## src/rtl/nasti_stream_writer_if.sv

```systemverilog
// ----------------------------------------------------------------------------
// Interfaces used by nasti_stream_writer.
//
// nasti_stream_channel : NASTI stream (AXI4-Stream style) beat channel.
//    master drives t_valid/t_data/t_strb/t_keep/t_last/t_id/t_dest/t_user,
//    slave drives t_ready.
// nasti_channel        : NASTI memory port, write direction (AW, W, B).
//    master drives the AW and W payloads plus b_ready, slave drives
//    aw_ready, w_ready and the B response. The read channels are not
//    carried because the writer never reads.
// ----------------------------------------------------------------------------
interface nasti_stream_channel #(
   parameter int DATA_WIDTH = 64,
   parameter int ID_WIDTH   = 1,
   parameter int DEST_WIDTH = 1,
   parameter int USER_WIDTH = 1
);
   logic                    t_valid;
   logic                    t_ready;
   logic [DATA_WIDTH-1:0]   t_data;
   logic [DATA_WIDTH/8-1:0] t_strb;
   logic [DATA_WIDTH/8-1:0] t_keep;
   logic                    t_last;
   logic [ID_WIDTH-1:0]     t_id;
   logic [DEST_WIDTH-1:0]   t_dest;
   logic [USER_WIDTH-1:0]   t_user;

   modport master (
      output t_valid, t_data, t_strb, t_keep, t_last, t_id, t_dest, t_user,
      input  t_ready
   );
   modport slave (
      input  t_valid, t_data, t_strb, t_keep, t_last, t_id, t_dest, t_user,
      output t_ready
   );
endinterface

interface nasti_channel #(
   parameter int ID_WIDTH   = 5,
   parameter int ADDR_WIDTH = 64,
   parameter int DATA_WIDTH = 64,
   parameter int USER_WIDTH = 1
);
   // write address
   logic                    aw_valid;
   logic                    aw_ready;
   logic [ID_WIDTH-1:0]     aw_id;
   logic [ADDR_WIDTH-1:0]   aw_addr;
   logic [7:0]              aw_len;
   logic [2:0]              aw_size;
   logic [1:0]              aw_burst;
   logic                    aw_lock;
   logic [3:0]              aw_cache;
   logic [2:0]              aw_prot;
   // write data
   logic                    w_valid;
   logic                    w_ready;
   logic [ID_WIDTH-1:0]     w_id;
   logic [DATA_WIDTH-1:0]   w_data;
   logic [DATA_WIDTH/8-1:0] w_strb;
   logic                    w_last;
   logic [USER_WIDTH-1:0]   w_user;
   // write response
   logic                    b_valid;
   logic                    b_ready;
   logic [ID_WIDTH-1:0]     b_id;
   logic [1:0]              b_resp;

   modport master (
      output aw_valid, aw_id, aw_addr, aw_len, aw_size, aw_burst, aw_lock,
             aw_cache, aw_prot,
      input  aw_ready,
      output w_valid, w_id, w_data, w_strb, w_last, w_user,
      input  w_ready,
      input  b_valid, b_id, b_resp,
      output b_ready
   );
   modport slave (
      input  aw_valid, aw_id, aw_addr, aw_len, aw_size, aw_burst, aw_lock,
             aw_cache, aw_prot,
      output aw_ready,
      input  w_valid, w_id, w_data, w_strb, w_last, w_user,
      output w_ready,
      output b_valid, b_id, b_resp,
      input  b_ready
   );
endinterface

```

## src/rtl/nasti_stream_writer.sv

```systemverilog
// ----------------------------------------------------------------------------
// nasti_stream_writer
//
// Stream-to-memory mover. A request (w_dst byte address, w_len byte count)
// is split into NASTI INCR write bursts of at most MAX_BURST_LENGTH beats.
// Stream beats are passed straight through to the W channel while a burst is
// open; one burst is outstanding at a time. Any B response with b_resp[1]
// set raises the sticky w_error for the current request, without aborting.
//
// Ports
//    aclk, aresetn : clock, asynchronous active-low reset
//    src           : stream input (only t_ready is driven here)
//    dest          : memory write port (AW, W, B)
//    w_dst, w_len  : request address / length in bytes, beat aligned
//    w_valid       : request strobe, taken when w_valid && w_ready
//    w_ready       : high while idle
//    w_error       : sticky error of the last request
// ----------------------------------------------------------------------------
module nasti_stream_writer #(
   parameter int ADDR_WIDTH       = 64,
   parameter int DATA_WIDTH       = 64,
   parameter int MAX_BURST_LENGTH = 8
) (
   input  logic                  aclk,
   input  logic                  aresetn,
   nasti_stream_channel.slave    src,
   nasti_channel.master          dest,
   input  logic [ADDR_WIDTH-1:0] w_dst,
   input  logic [ADDR_WIDTH-1:0] w_len,
   input  logic                  w_valid,
   output logic                  w_ready,
   output logic                  w_error
);
   localparam int DATA_BYTE_CNT = DATA_WIDTH / 8;
   localparam int ADDR_SHIFT    = $clog2(DATA_BYTE_CNT);
   localparam int CNT_WIDTH     = ADDR_WIDTH - ADDR_SHIFT;

   localparam logic [CNT_WIDTH-1:0]  MAX_BEATS   = CNT_WIDTH'(MAX_BURST_LENGTH);
   localparam logic [ADDR_WIDTH-1:0] BURST_BYTES = ADDR_WIDTH'(MAX_BURST_LENGTH) << ADDR_SHIFT;
   localparam logic [ADDR_WIDTH-1:0] ALIGN_MASK  = ~(ADDR_WIDTH'(DATA_BYTE_CNT - 1));

   typedef enum logic [1:0] {S_IDLE, S_AW, S_W, S_B} state_e;

   state_e                state_q,     state_d;
   logic [ADDR_WIDTH-1:0] addr_q,      addr_d;       // address of the next burst
   logic [CNT_WIDTH-1:0]  remaining_q, remaining_d;  // beats not yet assigned to a burst
   logic [ADDR_WIDTH-1:0] aw_addr_q,   aw_addr_d;
   logic [7:0]            aw_len_q,    aw_len_d;
   logic                  aw_valid_q,  aw_valid_d;
   logic [CNT_WIDTH-1:0]  beat_cnt_q,  beat_cnt_d;
   logic                  w_ready_q,   w_ready_d;
   logic                  w_error_q,   w_error_d;

   logic [ADDR_WIDTH-1:0] req_addr;
   logic [CNT_WIDTH-1:0]  req_beats;
   logic                  load;
   logic [ADDR_WIDTH-1:0] load_addr;
   logic [CNT_WIDTH-1:0]  load_rem;
   logic                  in_w;
   logic                  w_beat;
   logic                  last_beat;

   // Hardware ignores misaligned low bits rather than faulting.
   assign req_addr  = w_dst & ALIGN_MASK;
   assign req_beats = w_len[ADDR_WIDTH-1:ADDR_SHIFT];

   assign in_w      = (state_q == S_W);
   assign w_beat    = in_w && src.t_valid && dest.w_ready;
   assign last_beat = (beat_cnt_q == CNT_WIDTH'(aw_len_q));

   always_comb begin
      // NOTE: every _d starts at its held value so no branch can infer a latch.
      state_d     = state_q;
      addr_d      = addr_q;
      remaining_d = remaining_q;
      aw_addr_d   = aw_addr_q;
      aw_len_d    = aw_len_q;
      aw_valid_d  = aw_valid_q;
      beat_cnt_d  = beat_cnt_q;
      w_ready_d   = w_ready_q;
      w_error_d   = w_error_q;
      load        = 1'b0;
      load_addr   = addr_q;
      load_rem    = remaining_q;

      case (state_q)
         S_IDLE: begin
            if (w_valid) begin
               addr_d      = req_addr;
               remaining_d = req_beats;
               w_error_d   = 1'b0;
               // A zero-beat request is acknowledged but produces no traffic.
               if (req_beats != '0) begin
                  w_ready_d = 1'b0;
                  state_d   = S_AW;
                  load      = 1'b1;
                  load_addr = req_addr;
                  load_rem  = req_beats;
               end
            end
         end
         S_AW: begin
            if (dest.aw_ready) begin
               aw_valid_d = 1'b0;
               state_d    = S_W;
            end
         end
         S_W: begin
            if (w_beat) begin
               beat_cnt_d = beat_cnt_q + CNT_WIDTH'(1);
               if (last_beat) state_d = S_B;
            end
         end
         S_B: begin
            if (dest.b_valid) begin
               w_error_d = w_error_q | dest.b_resp[1];
               if (remaining_q == '0) begin
                  state_d   = S_IDLE;
                  w_ready_d = 1'b1;
               end else begin
                  state_d = S_AW;
                  load    = 1'b1;
               end
            end
         end
         default: state_d = S_IDLE;
      endcase

      // Carve the next burst off the remaining beats.
      if (load) begin
         aw_addr_d  = load_addr;
         aw_valid_d = 1'b1;
         beat_cnt_d = '0;
         if (load_rem > MAX_BEATS) begin
            aw_len_d    = 8'(MAX_BURST_LENGTH - 1);
            remaining_d = load_rem - MAX_BEATS;
            addr_d      = load_addr + BURST_BYTES;
         end else begin
            aw_len_d    = 8'(load_rem - CNT_WIDTH'(1));
            remaining_d = '0;
         end
      end
   end

   always_ff @(posedge aclk or negedge aresetn) begin
      if (!aresetn) begin
         state_q     <= S_IDLE;
         addr_q      <= '0;
         remaining_q <= '0;
         aw_addr_q   <= '0;
         aw_len_q    <= '0;
         aw_valid_q  <= 1'b0;
         beat_cnt_q  <= '0;
         w_ready_q   <= 1'b1;
         w_error_q   <= 1'b0;
      end else begin
         // NOTE: non-blocking so every flop samples the pre-edge _d values.
         state_q     <= state_d;
         addr_q      <= addr_d;
         remaining_q <= remaining_d;
         aw_addr_q   <= aw_addr_d;
         aw_len_q    <= aw_len_d;
         aw_valid_q  <= aw_valid_d;
         beat_cnt_q  <= beat_cnt_d;
         w_ready_q   <= w_ready_d;
         w_error_q   <= w_error_d;
      end
   end

   // Write address channel: registered payload, fixed attributes.
   assign dest.aw_valid = aw_valid_q;
   assign dest.aw_addr  = aw_addr_q;
   assign dest.aw_len   = aw_len_q;
   assign dest.aw_id    = '0;
   assign dest.aw_size  = 3'(ADDR_SHIFT);
   assign dest.aw_burst = 2'b01;
   assign dest.aw_lock  = 1'b0;
   assign dest.aw_cache = '0;
   assign dest.aw_prot  = '0;

   // Write data: zero-latency pass-through of the stream, gated to W state.
   assign dest.w_valid  = in_w && src.t_valid;
   assign dest.w_data   = src.t_data;
   assign dest.w_strb   = src.t_strb & src.t_keep;
   assign dest.w_last   = in_w && last_beat;
   assign dest.w_id     = '0;
   assign dest.w_user   = '0;
   assign src.t_ready   = in_w && dest.w_ready;

   assign dest.b_ready  = (state_q == S_B);

   assign w_ready = w_ready_q;
   assign w_error = w_error_q;

   // Stream framing and response ID carry no meaning here; length rules.
   logic unused_inputs;
   assign unused_inputs = &{1'b0, src.t_last, src.t_id, src.t_dest, src.t_user,
                            dest.b_id, dest.b_resp[0]};

`ifndef SYNTHESIS
   a_req_aligned : assert property (@(posedge aclk) disable iff (!aresetn)
      !(state_q == S_IDLE && w_valid) ||
      (w_dst[ADDR_SHIFT-1:0] == '0 && w_len[ADDR_SHIFT-1:0] == '0))
      else $warning("misaligned w_dst/w_len at acceptance, low bits masked");
`endif

endmodule

```

## src/flat_wrapper.sv

```systemverilog
// flat-port wrapper written by rule: the top's interface ports become plain ports
module nasti_stream_writer_flat 
#(
   parameter int ADDR_WIDTH       = 64,
   parameter int DATA_WIDTH       = 64,
   parameter int MAX_BURST_LENGTH = 8
)
  (aclk, aresetn, w_dst, w_len, w_valid, w_ready, w_error, src_t_valid, src_t_data, src_t_strb, src_t_keep, src_t_last, src_t_id, src_t_dest, src_t_user, src_t_ready, dest_aw_valid, dest_aw_id, dest_aw_addr, dest_aw_len, dest_aw_size, dest_aw_burst, dest_aw_lock, dest_aw_cache, dest_aw_prot, dest_aw_ready, dest_w_valid, dest_w_id, dest_w_data, dest_w_strb, dest_w_last, dest_w_user, dest_w_ready, dest_b_valid, dest_b_id, dest_b_resp, dest_b_ready);
  nasti_stream_channel #(.DATA_WIDTH(DATA_WIDTH)) src_i ();
  nasti_channel #(.ADDR_WIDTH(ADDR_WIDTH), .DATA_WIDTH(DATA_WIDTH)) dest_i ();
  input  logic aclk;
  input  logic aresetn;
  input  logic [ADDR_WIDTH-1:0] w_dst;
  input  logic [ADDR_WIDTH-1:0] w_len;
  input  logic w_valid;
  output logic w_ready;
  output logic w_error;
  input wire logic [$bits(src_i.t_valid)-1:0] src_t_valid;
  input wire logic [$bits(src_i.t_data)-1:0] src_t_data;
  input wire logic [$bits(src_i.t_strb)-1:0] src_t_strb;
  input wire logic [$bits(src_i.t_keep)-1:0] src_t_keep;
  input wire logic [$bits(src_i.t_last)-1:0] src_t_last;
  input wire logic [$bits(src_i.t_id)-1:0] src_t_id;
  input wire logic [$bits(src_i.t_dest)-1:0] src_t_dest;
  input wire logic [$bits(src_i.t_user)-1:0] src_t_user;
  output wire logic [$bits(src_i.t_ready)-1:0] src_t_ready;
  output wire logic [$bits(dest_i.aw_valid)-1:0] dest_aw_valid;
  output wire logic [$bits(dest_i.aw_id)-1:0] dest_aw_id;
  output wire logic [$bits(dest_i.aw_addr)-1:0] dest_aw_addr;
  output wire logic [$bits(dest_i.aw_len)-1:0] dest_aw_len;
  output wire logic [$bits(dest_i.aw_size)-1:0] dest_aw_size;
  output wire logic [$bits(dest_i.aw_burst)-1:0] dest_aw_burst;
  output wire logic [$bits(dest_i.aw_lock)-1:0] dest_aw_lock;
  output wire logic [$bits(dest_i.aw_cache)-1:0] dest_aw_cache;
  output wire logic [$bits(dest_i.aw_prot)-1:0] dest_aw_prot;
  input wire logic [$bits(dest_i.aw_ready)-1:0] dest_aw_ready;
  output wire logic [$bits(dest_i.w_valid)-1:0] dest_w_valid;
  output wire logic [$bits(dest_i.w_id)-1:0] dest_w_id;
  output wire logic [$bits(dest_i.w_data)-1:0] dest_w_data;
  output wire logic [$bits(dest_i.w_strb)-1:0] dest_w_strb;
  output wire logic [$bits(dest_i.w_last)-1:0] dest_w_last;
  output wire logic [$bits(dest_i.w_user)-1:0] dest_w_user;
  input wire logic [$bits(dest_i.w_ready)-1:0] dest_w_ready;
  input wire logic [$bits(dest_i.b_valid)-1:0] dest_b_valid;
  input wire logic [$bits(dest_i.b_id)-1:0] dest_b_id;
  input wire logic [$bits(dest_i.b_resp)-1:0] dest_b_resp;
  output wire logic [$bits(dest_i.b_ready)-1:0] dest_b_ready;
  assign src_i.t_valid = src_t_valid;
  assign src_i.t_data = src_t_data;
  assign src_i.t_strb = src_t_strb;
  assign src_i.t_keep = src_t_keep;
  assign src_i.t_last = src_t_last;
  assign src_i.t_id = src_t_id;
  assign src_i.t_dest = src_t_dest;
  assign src_i.t_user = src_t_user;
  assign src_t_ready = src_i.t_ready;
  assign dest_aw_valid = dest_i.aw_valid;
  assign dest_aw_id = dest_i.aw_id;
  assign dest_aw_addr = dest_i.aw_addr;
  assign dest_aw_len = dest_i.aw_len;
  assign dest_aw_size = dest_i.aw_size;
  assign dest_aw_burst = dest_i.aw_burst;
  assign dest_aw_lock = dest_i.aw_lock;
  assign dest_aw_cache = dest_i.aw_cache;
  assign dest_aw_prot = dest_i.aw_prot;
  assign dest_i.aw_ready = dest_aw_ready;
  assign dest_w_valid = dest_i.w_valid;
  assign dest_w_id = dest_i.w_id;
  assign dest_w_data = dest_i.w_data;
  assign dest_w_strb = dest_i.w_strb;
  assign dest_w_last = dest_i.w_last;
  assign dest_w_user = dest_i.w_user;
  assign dest_i.w_ready = dest_w_ready;
  assign dest_i.b_valid = dest_b_valid;
  assign dest_i.b_id = dest_b_id;
  assign dest_i.b_resp = dest_b_resp;
  assign dest_b_ready = dest_i.b_ready;
  nasti_stream_writer #(.ADDR_WIDTH(ADDR_WIDTH), .DATA_WIDTH(DATA_WIDTH), .MAX_BURST_LENGTH(MAX_BURST_LENGTH)) u_core (.aclk(aclk), .aresetn(aresetn), .src(src_i), .dest(dest_i), .w_dst(w_dst), .w_len(w_len), .w_valid(w_valid), .w_ready(w_ready), .w_error(w_error));
endmodule
```

## config.mk

```make
export PLATFORM = sky130hd
export DESIGN_NAME = nasti_stream_writer_flat
export DESIGN_NICKNAME = d
export VERILOG_FILES = /design/src/rtl/nasti_stream_writer_if.sv /design/src/rtl/nasti_stream_writer.sv /design/src/flat_wrapper.sv
export SDC_FILE = /design/constraint.sdc
export NUM_CORES = 1
export LEC_CHECK = 0
export CELL_PAD_IN_SITES_DETAIL_PLACEMENT = 2
export CELL_PAD_IN_SITES_GLOBAL_PLACEMENT = 2
export CORE_ASPECT_RATIO = 1.4
export CORE_MARGIN = 8
export CORE_UTILIZATION = 25
export CTS_BUF_LIST = sky130_fd_sc_hd__clkbuf_16
export DETAILED_ROUTE_END_ITERATION = 7
export PLACE_DENSITY_LB_ADDON = 0.1
export SYNTH_ARGS = -nofsm -noshare
export SYNTH_HDL_FRONTEND = slang
export SYNTH_SLANG_ARGS = --single-unit
```

## constraint.sdc

```tcl
create_clock -name aclk -period 10.45 [get_ports aclk]
set_input_delay 1.045 -clock aclk [delete_from_list [all_inputs] [get_ports aclk]]
set_output_delay 1.045 -clock aclk [all_outputs]
set_load 0.1 [all_outputs]
```

==> flow_metrics.py <==
metrics = {
    "worst_hold_path": {
        "hold_path_class": "in2async",
    },
    "die": {
        "start_util_pct": 25.09,
        "placementRows": 122,
        "die_w_um": 253.6,
        "design.die.area_mm2": 0.08844,
        "core_area_mm2": 0.07877,
        "io_pins": 401,
        "die_y_um": 348.7,
    },
    "cts": {
        "cts_sinks": 263,
        "cts_resized": 0,
        "path_clk_slew_ns": 0.06,
        "cts_root_buf": "clkbuf_16",
        "clock_path_buffers": 3,
        "postCtsHoldBufs": 0,
        "tritoncts": "built",
        "numCtsBuffers": 37,
        "clock_latency_ns": 0.57,
        "cts_max_level": 2,
        "cts_setup_buffers": 0,
    },
    "routing": {
        "dr.pass1.iters": 4,
        "first_iter_violations": 715,
        "totalWireLength_mm": 91.38,
        "top_layer_used": "met5",
        "wl_per_cell_um": 24.57,
        "antenna_left": 0,
        "wl_met3_mm": 3.162,
        "dr_wl_met2_mm": 47.88,
        "drcViolationCount": 0,
        "met1_length_mm": 36.89,
        "via_per_inst": 5.481,
        "vias": 20388,
    },
    "setup_path": {
        "crit_buf_inv": 4,
        "crit_chain": "clkdlybuf4s50_1 -> nor4_1 -> nand2_1 -> nor3_4 -> buf_4 -> a21oi_4 -> buf_4 -> mux2i_1 -> ha_1 -> nand2_1 -> nor3_1 -> o21ai_2 -> or3_1 -> a211o_1 -> nand3_4 -> buf_4 -> o21ai_0 -> o311ai_0 -> o31a_1",
        "cp_slowest_cell": "buf_4",
        "critPathKind": "in2reg",
        "cp-start-kind": "input pin",
        "critical_path_required_ns": 10.95,
        "critical-path-top-delay-family": "simple AND/OR/NAND/NOR gates",
        "path_common_cell": "buf_4",
        "slowest_delay_ns": 0.69,
        "path_max_fanout": 58,
        "crit_path_end_kind": "register",
        "cp.arrival_ns": 7.93,
    },
    "sta": {
        "final-max-slew-violation-count": 0,
        "fin_crit_ns": 7.426,
        "clock.fmax_ghz": 0.1347,
        "fin_setup_tns_ns": 0,
        "fin_skew_ns": 0.01676,
        "hold_viol_final": 0,
        "tightest_slew_ns": 1.066,
        "slew_headroom_pct": 28.94,
        "finalSetupViolations": 0,
        "rsz0062_at_grt": "false",
        "min_period_over_period_pct": 71.06,
    },
    "yosys": {
        "yosys.area_share.simple_pct": 28.80,
        "ys_seq_elements": 263,
        "synth_edf_count": 0,
        "muxShareOfSynthArea_pct": 3.779,
        "synthFlopType": "dfrtp_1",
        "synth-compound-area-share_pct": 19.85,
        "synth_fa_ha_area_share_pct": 0.5064,
        "synth_xor_area_share_pct": 6.159,
        "ys_types": 94,
        "synth_top_family_by_area": "simple AND/OR/NAND/NOR gates",
        "syn_inst": 2565,
        "yosysWarnings": 0,
        "synth_seq_area_share_pct": 33.30,
        "async_flop_share_pct": 100.0,
        "syn_area_mm2": 0.01977,
        "avgSynthCellArea_um2": 7.706,
    },
    "power": {
        "power_frac_seq_pct": 27.2,
        "switching_share_pct": 54.05,
        "total_leakage_power_nw": 9.215,
        "comb_power_share_pct": 54.6,
        "internal-power_mw": 3.078,
        "clkPwrFrac_pct": 18.2,
        "powerDensity_mw_per_mm2": 285.3,
        "ir_drop_v": 0.0001883,
        "p_switching_mw": 3.621,
    },
    "global_routing": {
        "grt_pass1_wl_mm": 140.8,
        "grt_use_total_pct": 20.17,
        "grt_max_degree": 161,
        "grt.overflow.total": 0,
        "grt_pass1_vias": 23159,
        "antenna_found_initial": 6,
    },
    "job": {
        "cap_viol_max_count": 0,
    },
    "cells_and_area": {
        "fillers": 9134,
        "mostFrequentLayoutCells": "350 x nand2_1, 344 x nor2_1, 262 x dfrtp_1",
        "area_growth_syn_to_layout_pct": 18.77,
        "final_nets": 2868,
        "drive_gt1_share_pct": 5.299,
        "instances_no_fill": 3720,
        "mostFrequentLayoutCell": "nand2_1",
    },
    "placement": {
        "port_buffers": 232,
        "dp_hpwl_mm": 63.65,
        "gp_congestion": 0.8084,
        "dpl.cell_count": 3649,
    },
    "run_status": {
        "outcome": "complete, no violations",
    },
}
==> registers in the layout, indices dropped and copies added, names as in the netlist <==
signal,cells
u_core.dest.aw_valid,1
u_core.dest.aw_addr,64
u_core.remaining_q,61
u_core.w_error,1
u_core.state_q,2
u_core.w_ready,1
u_core.dest.aw_len,8
u_core.addr_q,64
u_core.beat_cnt_q,61
==> per-layer routing <==
metal / global-route usage (%) / vias up
met5: 0 / -
met4: 7.738 / 2
met3: 3.080 / 184
met2: 37.82 / 365
met1: 22.56 / 10566
li1: - / 9271
==> cell type report <==
| cell class | instances | area (um2) | area share (%) |
|---|---|---|---|
| Clock inverter | 29 | 161.4 | 0.6876 |
| Inverter | 17 | 63.81 | 0.2718 |
| Sequential cell | 263 | 6583 | 28.04 |
| Clock buffer | 37 | 925.9 | 3.944 |
| Tap cell | 1054 | 1319 | 5.618 |
| Antenna cell | 5 | 12.51 | 0.05330 |
| Timing Repair Buffer | 265 | 2582 | 11.00 |
| Multi-Input combinational cell | 2050 | 11830 | 50.38 |
==> cells in the mapped netlist (6+ instances only) <==
cell type  count  area [um2]
nand2_1      352        1321
nor2_1       345        1295
dfrtp_1      262        6556
a21oi_1      153       765.7
o21ai_0      129       645.6
buf_4        106       795.8
and3_1       103       644.4
clkbuf_1     102       382.9
nand3_1       92       460.4
nor3_1        88       440.4
xor2_1        76       665.6
a31oi_1       73       456.7
xnor2_1       63       551.8
mux2i_1       60       600.6
nor4_1        52       325.3
nand4_1       47       294.0
o22ai_1       42       262.8
a211oi_1      33       247.7
buf_2         32       160.2
or3_1         31       193.9
o21ai_1       19       95.09
and2_1        17       106.4
inv_1         17       63.81
o31a_1        15       131.4
o31ai_1       15       112.6
buf_1         13       48.80
mux2_2        13       146.4
a21o_1        11       82.58
and4_1        11       96.34
or4_1         10       75.07
o32ai_1        9       78.83
ha_1           8       100.1
o21a_1         8       60.06
o211a_1        7       70.07
o32a_1         7       70.07
or2_2          7       43.79
a21boi_0       6       45.04
nand2b_1       6       37.54
o211ai_1       6       45.04
o311a_1        6       60.06
==> logic make-up after synthesis <==
kind of cell               count (synthesis)
adders and majority gates                  8
buffers and inverters                    274
AOI/OAI and AO/OA                        608
and+or+nand+nor                         1198
muxes                                     73
DFF                                      263
xor gates and xnor gates                 139
other                                      2
==> power groups by stage <==
stage               Sequential [mW]  Clock, mW  Combinational (mW)
finish                         1.82       1.22                3.66
global route                   1.87       1.30                3.97
CTS                            1.83       1.27                3.73
detailed placement             1.84          0                3.71
global placement               1.81          0                3.61
floorplan                      2.55          0                1.93
==> worst reg2reg max path, cell delays in order, from the launching register on <==
cell	delay, ns
dfrtp_1	0.44
inv_1	0.11
ha_2	0.33
nand2_4	0.38
a21oi_4	0.62
buf_4	0.57
mux2i_1	0.40
ha_1	0.50
nand2_1	0.11
nor3_1	0.39
o21ai_2	0.23
or3_1	0.39
a211o_1	0.35
nand3_4	0.50
buf_4	0.73
o21ai_0	0.27
o311ai_0	0.18
o31a_1	0.22
==> path summary, 6_finish.rpt <==
check	from	to	slack, ns	depth (start not counted)
worst max-delay path	w_len[11]	u_core.addr_q[10]	3.02	19
worst min-delay path	aresetn	u_core.dest.aw_addr[13]	0.38	1
worst max register to register	u_core.state_q[0]	u_core.addr_q[10]	3.66	17
worst min register to register	u_core.dest.aw_addr[1]	u_core.dest.aw_addr[1]	0.48	2
max in group asynchronous	aresetn	u_core.dest.aw_len[0]	7.98	3
min in group aclk	u_core.dest.aw_addr[1]	u_core.dest.aw_addr[1]	0.48	2
==> per-stage QoR <==
step | power (mW) | setup slack [ns] | util, % | hold slack, ns | cell area [um2]
after global routing | 7.143 | 2.525 | 29.79 | 0.3910 | 23460
after floorplan | 4.478 | 4.511 | - | 0.4591 | 19850
final | 6.698 | 3.024 | 29.80 | 0.3845 | 23480
after detailed placement | 5.554 | 2.350 | 28.41 | 0.4713 | 22380
after global placement | 5.423 | 2.512 | 28.41 | 0.4606 | 22380
after CTS | 6.825 | 2.941 | 29.79 | 0.3738 | 23460
No activity file was read; power rests on OpenSTA's default activity.
